**config.mk**
```make
export PLATFORM = sky130hd
export DESIGN_NAME = adc_lane_packer
export DESIGN_NICKNAME = d
export VERILOG_FILES = /design/src/rtl/adc_lane_packer.sv
export SDC_FILE = /design/constraint.sdc
export NUM_CORES = 2
export LEC_CHECK = 0
export ABC_AREA = 1
export CAP_MARGIN = 20
export CORE_AREA = 10 10 684 686
export DETAILED_ROUTE_END_ITERATION = 16
export DIE_AREA = 0 0 694 696
export GPL_ROUTABILITY_DRIVEN = 0
export PLACE_DENSITY = 0.39
export RECOVER_POWER = 25
export SYNTH_ARGS = -nofsm -noshare
export SYNTH_HDL_FRONTEND = slang
export SYNTH_SLANG_ARGS = --single-unit
```
**constraint.sdc**
```tcl
create_clock -name ANA_ADC_CLK500M -period 6.82 [get_ports ANA_ADC_CLK500M]
set_input_delay 1.364 -clock ANA_ADC_CLK500M [delete_from_list [all_inputs] [get_ports ANA_ADC_CLK500M]]
set_output_delay 1.364 -clock ANA_ADC_CLK500M [all_outputs]
set_load 0.05 [all_outputs]
```
**src/rtl/adc_lane_packer.sv**
```systemverilog
// Capture-window ADC lane packer: NUM_LANES x LANE_W lanes -> PACK-lane words over PIPE_STAGES registers.
// Optional per-word even parity output pack_par when ADC_PACK_PARITY_EN is defined.

module adc_lane_s0 #(
  parameter int LANE_W   = 9,
  parameter int LANE_IDX = 0
) (
  input  logic [1:0]        sel_i,
  input  logic [LANE_W-1:0] adc_i,
  input  logic [LANE_W-1:0] ramp_i,
  input  logic [LANE_W-1:0] hold_i,
  output logic [LANE_W-1:0] d_o
);
  localparam logic [LANE_W-1:0] OFS = LANE_W'(LANE_IDX);

  always_comb begin
    d_o = adc_i;
    case (sel_i)
      2'd1:    d_o = ramp_i + OFS;
      2'd2:    d_o = hold_i;
      default: d_o = adc_i;
    endcase
  end
endmodule

module adc_lane_packer #(
  parameter int NUM_LANES   = 96,
  parameter int LANE_W      = 9,
  parameter int PACK        = 4,
  parameter int PIPE_STAGES = 1,
  parameter int CNT_W       = 16
) (
  input  logic                        ANA_ADC_CLK500M,
  input  logic                        adc96_rstn,
  input  logic [NUM_LANES*LANE_W-1:0] adc_data,
  input  logic [1:0]                  cfg_mode,
  input  logic                        cfg_trig_en,
  input  logic [CNT_W-1:0]            cap_len,
  input  logic                        cap_start,
  input  logic                        cap_stop,
  input  logic                        trig,
  output logic [NUM_LANES*LANE_W-1:0] pack_data,
  output logic                        pack_valid,
  output logic                        cap_busy,
  output logic                        cap_done
`ifdef ADC_PACK_PARITY_EN
  ,
  output logic [NUM_LANES/PACK-1:0]   pack_par
`endif
);
  localparam int NW     = NUM_LANES / PACK;
  localparam int WORD_W = PACK * LANE_W;

  if (NUM_LANES % PACK != 0 || PIPE_STAGES < 1 || PIPE_STAGES > 4) begin : g_bad_cfg
    $error("adc_lane_packer: illegal parameterisation");
  end

  typedef enum logic [1:0] {S_IDLE, S_ARM, S_CAP, S_DONE} state_t;

  typedef struct packed {
    logic [1:0] mode;
    logic       trig_en;
    logic       len_inf;
  } cap_cfg_t;

  state_t                            state_q, state_d;
  cap_cfg_t                          cfg_q, cfg_d;
  logic [CNT_W-1:0]                  len_cnt_q, len_cnt_d;
  logic [LANE_W-1:0]                 ramp_q, ramp_d;
  logic                              stopped_q, stopped_d;
  logic                              beat, done0;
  logic [1:0]                        lane_sel;

  logic [NUM_LANES-1:0][LANE_W-1:0]  adc_lanes, s0_d;
  logic [PIPE_STAGES-1:0][NUM_LANES-1:0][LANE_W-1:0] dat_pipe;
  logic [PIPE_STAGES-1:0]            vld_pipe, done_pipe;

  assign adc_lanes = adc_data;
  assign cap_busy  = (state_q != S_IDLE);

  always_comb begin
    state_d   = state_q;
    cfg_d     = cfg_q;
    len_cnt_d = len_cnt_q;
    ramp_d    = ramp_q;
    stopped_d = 1'b0;
    beat      = 1'b0;
    done0     = 1'b0;
    case (state_q)
      S_IDLE: begin
        if (cap_start && !cap_stop) begin
          state_d       = S_ARM;
          cfg_d.mode    = cfg_mode;
          cfg_d.trig_en = cfg_trig_en;
          cfg_d.len_inf = (cap_len == '0);
          len_cnt_d     = cap_len;
          ramp_d        = '0;
        end
      end
      S_ARM: begin
        if (cap_stop)                      state_d = S_IDLE;
        else if (!cfg_q.trig_en || trig)   state_d = S_CAP;
      end
      S_CAP: begin
        // The stop cycle ends the window itself, so it is not a beat.
        if (cap_stop) begin
          state_d   = S_DONE;
          stopped_d = 1'b1;
          done0     = 1'b1;
        end else begin
          beat   = 1'b1;
          ramp_d = ramp_q + LANE_W'(1);
          if (!cfg_q.len_inf) begin
            len_cnt_d = len_cnt_q - CNT_W'(1);
            if (len_cnt_q == CNT_W'(1)) state_d = S_DONE;
          end
        end
      end
      S_DONE: begin
        state_d = S_IDLE;
        done0   = !stopped_q;
      end
      default: state_d = S_IDLE;
    endcase
  end

  always_ff @(posedge ANA_ADC_CLK500M or negedge adc96_rstn) begin
    if (!adc96_rstn) begin
      state_q   <= S_IDLE;
      cfg_q     <= '0;
      len_cnt_q <= '0;
      ramp_q    <= '0;
      stopped_q <= 1'b0;
    end else begin
      state_q   <= state_d;
      cfg_q     <= cfg_d;
      len_cnt_q <= len_cnt_d;
      ramp_q    <= ramp_d;
      stopped_q <= stopped_d;
    end
  end

  // Mode 3 is reserved and falls through to pass.
  always_comb begin
    lane_sel = 2'd0;
    if (beat) begin
      if (cfg_q.mode == 2'd1)      lane_sel = 2'd1;
      else if (cfg_q.mode == 2'd2) lane_sel = 2'd2;
    end
  end

  for (genvar i = 0; i < NUM_LANES; i++) begin : g_lane
    adc_lane_s0 #(.LANE_W(LANE_W), .LANE_IDX(i)) u_lane (
      .sel_i  (lane_sel),
      .adc_i  (adc_lanes[i]),
      .ramp_i (ramp_q),
      .hold_i (dat_pipe[0][i]),
      .d_o    (s0_d[i])
    );
  end

  always_ff @(posedge ANA_ADC_CLK500M or negedge adc96_rstn) begin
    if (!adc96_rstn) begin
      dat_pipe  <= '0;
      vld_pipe  <= '0;
      done_pipe <= '0;
    end else begin
      dat_pipe[0]  <= s0_d;
      vld_pipe[0]  <= beat;
      done_pipe[0] <= done0;
      for (int k = 1; k < PIPE_STAGES; k++) begin
        dat_pipe[k]  <= dat_pipe[k-1];
        vld_pipe[k]  <= vld_pipe[k-1];
        done_pipe[k] <= done_pipe[k-1];
      end
    end
  end

  // Lane j*PACK+k already sits at word j, slot k in the flat bus, so packing is a plain rename.
  assign pack_data  = dat_pipe[PIPE_STAGES-1];
  assign pack_valid = vld_pipe[PIPE_STAGES-1];
  assign cap_done   = done_pipe[PIPE_STAGES-1];

`ifdef ADC_PACK_PARITY_EN
  logic [NW-1:0][WORD_W-1:0] par_src;
  logic [NW-1:0]             par_d, par_q;

  if (PIPE_STAGES == 1) begin : g_par_s0
    assign par_src = s0_d;
  end else begin : g_par_sn
    assign par_src = dat_pipe[PIPE_STAGES-2];
  end

  always_comb begin
    par_d = '0;
    for (int j = 0; j < NW; j++) par_d[j] = ^par_src[j];
  end

  always_ff @(posedge ANA_ADC_CLK500M or negedge adc96_rstn) begin
    if (!adc96_rstn) par_q <= '0;
    else             par_q <= par_d;
  end

  assign pack_par = par_q;
`endif

endmodule

```
# Word-level counts from Yosys, hierarchy flattened
# Cells that the tools add are included.
totals:
  word_cells: 346
  ff_bits: 898
  memories: 0
  inputBits: 888
  mem_bits_rw: 0
  out_inout_bits: 867
  latch_bits: 0
  rom_bits: 0
classes:
  add_sub_neg: 96
  multipliers: 0
  n_mux: 118
  div: 0
  bitwise: 0
  n_shift: 0
  n_eq_ne: 14
  reduce_logical: 13
  n_lt_le_gt_ge: 0
ops:
  columns: ["operator", "count"]
  rows:
  - ["9-bit case mux with 2 select lines", 97]
  - ["9-bit by 6-bit adder with 9-bit output, second input constant", 32]
  - ["9-bit by 7-bit adder with 9-bit output, second input constant", 32]
  - ["9-bit by 5-bit adder with 9-bit output, second input constant", 16]
  - ["9-bit by 4-bit adder with 9-bit output, second input constant", 8]
  - ["16-bit two-way mux", 3]
  - ["9-bit by 3-bit adder with 9-bit output, second input constant", 4]
  - ["16-bit case mux with 2 select lines", 1]
  - ["9-bit by 2-bit adder with 9-bit output, second input constant", 2]
  - ["2-bit two-way mux", 9]
  - ["9-bit two-way mux", 2]
  - ["16-bit by 1-bit == test with 1-bit output, second input constant", 1]
  - ["16-bit zero test", 1]
  - ["16-bit by 1-bit subtractor with 16-bit output, second input constant", 1]
  - ["9-bit by 1-bit adder with 9-bit output, second input constant", 1]
  - ["3-bit != test, second input constant", 3]
  - ["2-bit == test, second input constant", 4]
  - ["2-bit case mux with 4 select lines", 1]
  - ["4-bit AND reduction", 2]
  - ["2-bit by 1-bit == test with 1-bit output, second input constant", 3]
  - ["2-bit != test, second input constant", 3]
  - ["1-bit two-way mux", 4]
  - ["2-bit nonzero test", 2]
  - ["1-bit zero test", 3]
  - ["6 further kinds", 6]

# Longest topological paths before layout
logic_depth:
  depth_word: 6
  depth_mapped: 13
  mapped_depth_nobuf: 11

# Worst setup path before layout
# Ideal clock, no wire load.
synth_timing:
  path_type: "in2reg"
  startpoint: "input port cap_stop"
  endpoint: "register dat_pipe, in the netlist pack_data[24]"
  required_time_ns: 6.702
  path_buffers: 2
  t_arrival_ns: 2.392
  slack_ns: 4.310
  path_stages: 8
  setup_time_ns: 0.118
  path_cell_list: "inv_2 > nand3_4 > nor2_4 > buf_2 > clkbuf_1 > nand2_1 > nand2_1 > nand2_1"
synth_between:
  elab_chain_len: 5
  elab_cells_between_ends: 6
  cone_classes: "eq/ne (2); mux (4)"
synth_lines:
  columns: ["element", "line", "rtl"]
  rows:
  - ["start, declared", "40", "input logic cap_stop,"]
  - ["1-bit two-way mux *", "106", "if (cap_stop) begin"]
  - ["1-bit two-way mux *", "89", "case (state_q)"]
  - ["2-bit two-way mux *", "146", "if (beat) begin"]
  - ["2-bit == test / 2-bit by 1-bit == test with 1-bit output (equally long branches)", "18", "case (sel_i)"]
  - ["9-bit case mux with 2 select lines", "18", null]
  - ["end signal, assigned by index", "172", "dat_pipe[k] <= dat_pipe[k-1];"]
  - ["end, declared", "75", "logic [PIPE_STAGES-1:0][NUM_LANES-1:0][LANE_W-1:0] dat_pipe;"]
# Every way passes the cells marked *; elsewhere a longest branch is shown, timed or not.
# A chain may end at the register's enable or synchronous reset.

# Worst setup path after layout
layout_timing:
  startpoint: "input port cap_stop"
  endpoint: "register dat_pipe, in the netlist pack_data[766]"
layout_between:
  elab_chain_len: 5
  elab_cells_between_ends: 6
  cone_classes: "eq/ne (2); mux (4)"
layout_lines:
  columns: ["element", "line", "rtl"]
  rows:
  - ["1-bit two-way mux *", "106", null]
  - ["1-bit two-way mux *", "89", null]
  - ["named net beat", "71", "logic beat, done0;"]
  - ["2-bit two-way mux *", "146", null]
  - ["2-bit == test / 2-bit by 1-bit == test with 1-bit output (equally long branches)", "18", null]
  - ["9-bit case mux with 2 select lines", "18", null]
# The timed path passes the listed nets; every way through them passes the cells marked *.

==> summary.json <==
{
  "outcome": "complete, but fails checks",
  "failed_checks": "capacitance limit, slew limit",
  "finish.cell_count_without_fillers": 13550,
  "met1Wirelength_mm": 195.5,
  "timing_worst_slew_pin_value_ns": 3.641,
  "cts.sinks": 898,
  "io_pins": 1755,
  "arrival_time_at_the_worst_endpoint_ns": 5.83,
  "synth_area_per_cell_um2": 7.660,
  "drc": 0,
  "report.power.total_w": 0.02505,
  "end_kind": "register",
  "final_critical_path_share_of_the_clock_period_pct": 76.13,
  "maxUsedRoutingLayer": "met5",
  "buffer_ports.inserted": 1754,
  "cap_violations": 12,
  "drt_first_pass_iters": 9,
  "chipHeight_um": 696,
  "fmaxAchievable_ghz": 0.1926,
  "grt_use_total_pct": 19.85,
  "holdCritPathClass": "reg2reg",
  "fp.dieArea_mm2": 0.4830,
  "rows": 248,
  "worst_skew_pair_latency_ns": 0.90,
  "fp.dieW_um": 694,
  "hold_ws_ns": 0.4748,
  "r2r_end": "pack_data[766]",
  "worstSetupStartpointType": "input port",
  "tritoncts": "done",
  "report.final.setup_viol": 0,
  "fin_worst_skew_ns": 0.1056,
  "route.met2.wl_mm": 231.9,
  "timing.slew.headroom_pct": -142.8,
  "worst-path-max-fanout": 39,
  "tns_ns": 0,
  "period_needed_ns": 5.192,
  "min_delay_worst_endpoint": "pack_data[755]",
  "whs_path_depth": 2,
  "final_hold_viol_count": 0,
  "finalWirelength_mm": 503.8,
  "p_per_area_mw_per_mm2": 338.4,
  "grt_first_pass_wirelength_mm": 617.4,
  "r2r.worst_path.cells": 8,
  "clock-root-buffer": "sky130_fd_sc_hd__clkbuf_16",
  "syn-instance-count": 5736,
  "via_per_inst": 3.750,
  "cts_inserted_buffers": 143,
  "worstReg2RegStart": "state_q[0]",
  "unrepaired_setup_endpoints_after_global_routing": "false",
  "wl_met3_mm": 52.00,
  "ctsHtreeMaxLevel": 4,
  "grt_antenna_before_repair": 297,
  "routed_wire_length_per_instance_um": 37.18,
  "path_clk_slew_ns": 0.07,
  "hold_path.startpoint": "pack_data[755]",
  "first_global_vias": 49020,
  "placedCellCount": 13210,
  "core_area_mm2": 0.4543,
  "syn2layout_area_growth_pct": 68.51,
  "layout.nets": 8274,
  "dp_hpwl_mm": 413.3,
  "globalRoute.totalOverflow": 0,
  "final_common_cell": "sky130_fd_sc_hd__clkdlybuf4s50_1",
  "register_bit_total_from_synthesis": 898,
  "initial_core_utilization_pct": 9.672,
  "post_synthesis_sequential_area_ratio_pct": 51.15,
  "criticalPathCategory": "in2reg",
  "number_of_nets_in_the_synthesized_netlist": 6651,
  "vdd_ir_drop_max_mv": 0.1631,
  "power_leakage_nw": 29.05,
  "cp_data_required_time_ns": 7.46,
  "rrSetupSlack_ns": 1.98,
  "cts_post_setup_buffers_inserted": 0,
  "ant_nets": 0,
  "yosysWarningCount": 0,
  "post-synth-top-area-cell": "sky130_fd_sc_hd__dfrtp_1",
  "share_of_the_synthesized_area_in_the_top_cell_type_pct": 51.15,
  "grt_max_degree": 156,
  "cts_resized": 0,
  "slew_viol_final": 665,
  "fill_cells": 51710,
  "ctsLongestPathBuffers": 4,
  "synthesis.area_mm2": 0.04394,
  "post_layout_utilization_of_the_core_pct": 16.30,
  "share_of_cells_above_drive_strength_1_pct": 6.386,
  "most-common-layout-cells": "sky130_fd_sc_hd__clkdlybuf4s50_1 (1720), sky130_fd_sc_hd__nand2_1 (1514), sky130_fd_sc_hd__nor2_1 (927)",
  "drt_first_iter_violations": 4938,
  "synth_top_cells_by_area": "sky130_fd_sc_hd__dfrtp_1 (51%), sky130_fd_sc_hd__nand2_1 (13%), sky130_fd_sc_hd__o21ai_0 (8.2%), sky130_fd_sc_hd__nor2_1 (7.9%), sky130_fd_sc_hd__a21oi_1 (5.6%)",
  "synth_cell_type_count": 38,
  "cts_hold_buffers": 0,
  "routed_via_count": 50810
}
-- cell families after synthesis --
group	count (synthesis)	synth area share, %
AOI/OAI and AO/OA	1338	15.60
xor gates and xnor gates	44	0.8771
adders and majority gates	27	0.7689
buffers and inverters	543	5.491
DFF	898	51.15
and+or+nand+nor	2886	26.11
-- stage by stage --
stage	setup slack [ns]	instance area (um^2)
4_1_cts	2.250	73870
6_report	1.628	74030
3_5_place_dp	1.861	68800
3_3_place_gp	1.871	68490
5_1_grt	1.470	73940
2_1_floorplan	4.310	43940
-- cell type report --
cell class / count / area, um^2 / share of cell area, %
Tap cell: 6000 / 7507 / 10.14
Clock buffer: 197 / 4094 / 5.530
Sequential cell: 898 / 22490 / 30.38
Clock inverter: 59 / 978.4 / 1.322
Multi-Input combinational cell: 4295 / 19260 / 26.02
Inverter: 120 / 464.2 / 0.6270
Timing Repair Buffer: 1901 / 19040 / 25.72
Antenna cell: 79 / 197.7 / 0.2670
-- where the power goes --
| group | internal (W) | switching [W] | total (W) | leakage (nW) |
|---|---|---|---|---|
| Sequential | 0.00621 | 0.000654 | 0.00687 | 10.5 |
| Clock | 0.00500 | 0.00335 | 0.00834 | 2.46 |
| Combinational | 0.00258 | 0.00726 | 0.00984 | 16.1 |
-- routing by layer --
metal  vias to the layer above  GRT usage [%]
met5                         -              0
met4                       142          8.242
met3                       673          9.150
met2                      2469          32.01
met1                     25390          22.65
li1                      22140              -
-- flip-flops by register name, summed over array words and instances (netlist names), named ones only --
register and count:
stopped_q 1, len_cnt_q 16, cap_done 1, ramp_q 9
cfg_q 4, pack_valid 1, pack_data 864, state_q 1
-- worst max-delay path by stage --
stage | start | endpoint
final | cap_stop | pack_data[766]
after global placement | cap_stop | pack_data[347]
after CTS | ramp_q[7] | pack_data[125]
after global routing | cap_stop | pack_data[838]
after floorplan | cap_stop | pack_data[24]
after detailed placement | cap_stop | pack_data[347]
-- cell usage after synthesis --
library cell and instances:
sky130_fd_sc_hd__nor2_1 930, sky130_fd_sc_hd__xnor2_1 4, sky130_fd_sc_hd__nor2_2 7, sky130_fd_sc_hd__o21ai_0 717
sky130_fd_sc_hd__or2_0 6, sky130_fd_sc_hd__inv_2 5, sky130_fd_sc_hd__nor3_1 8, sky130_fd_sc_hd__o211ai_1 40
sky130_fd_sc_hd__buf_2 250, sky130_fd_sc_hd__nand3_4 1, sky130_fd_sc_hd__o21ai_2 7, sky130_fd_sc_hd__xor2_1 40
sky130_fd_sc_hd__a21oi_2 3, sky130_fd_sc_hd__nor2_8 1, sky130_fd_sc_hd__nand4_1 1, sky130_fd_sc_hd__nor2_4 3
sky130_fd_sc_hd__nand3b_1 3, sky130_fd_sc_hd__buf_4 10, sky130_fd_sc_hd__a21oi_1 492, sky130_fd_sc_hd__or2_2 7
sky130_fd_sc_hd__buf_6 2, sky130_fd_sc_hd__ha_1 27, sky130_fd_sc_hd__nand2_1 1517, sky130_fd_sc_hd__clkbuf_2 7
sky130_fd_sc_hd__nand2_4 1, sky130_fd_sc_hd__nand3_1 397, sky130_fd_sc_hd__nor4_1 2, sky130_fd_sc_hd__o22ai_1 5
sky130_fd_sc_hd__nand2_2 1, sky130_fd_sc_hd__a21boi_0 1, sky130_fd_sc_hd__buf_1 12, sky130_fd_sc_hd__inv_1 109
sky130_fd_sc_hd__a31oi_1 10, sky130_fd_sc_hd__clkbuf_1 142, sky130_fd_sc_hd__and2_1 1, sky130_fd_sc_hd__dfrtp_1 898
sky130_fd_sc_hd__clkinv_1 6, sky130_fd_sc_hd__o21ai_1 63
-- critical path, cell delays in order --
cell and delay, ns:
sky130_fd_sc_hd__dlygate4sd3_1 0.57, sky130_fd_sc_hd__nor2_1 1.26, sky130_fd_sc_hd__nand2_8 0.63, sky130_fd_sc_hd__buf_4 0.55
sky130_fd_sc_hd__o21ai_4 0.17, sky130_fd_sc_hd__buf_4 0.67, sky130_fd_sc_hd__o21ai_0 0.24
Note: power is estimated with default switching activity, not from simulation.
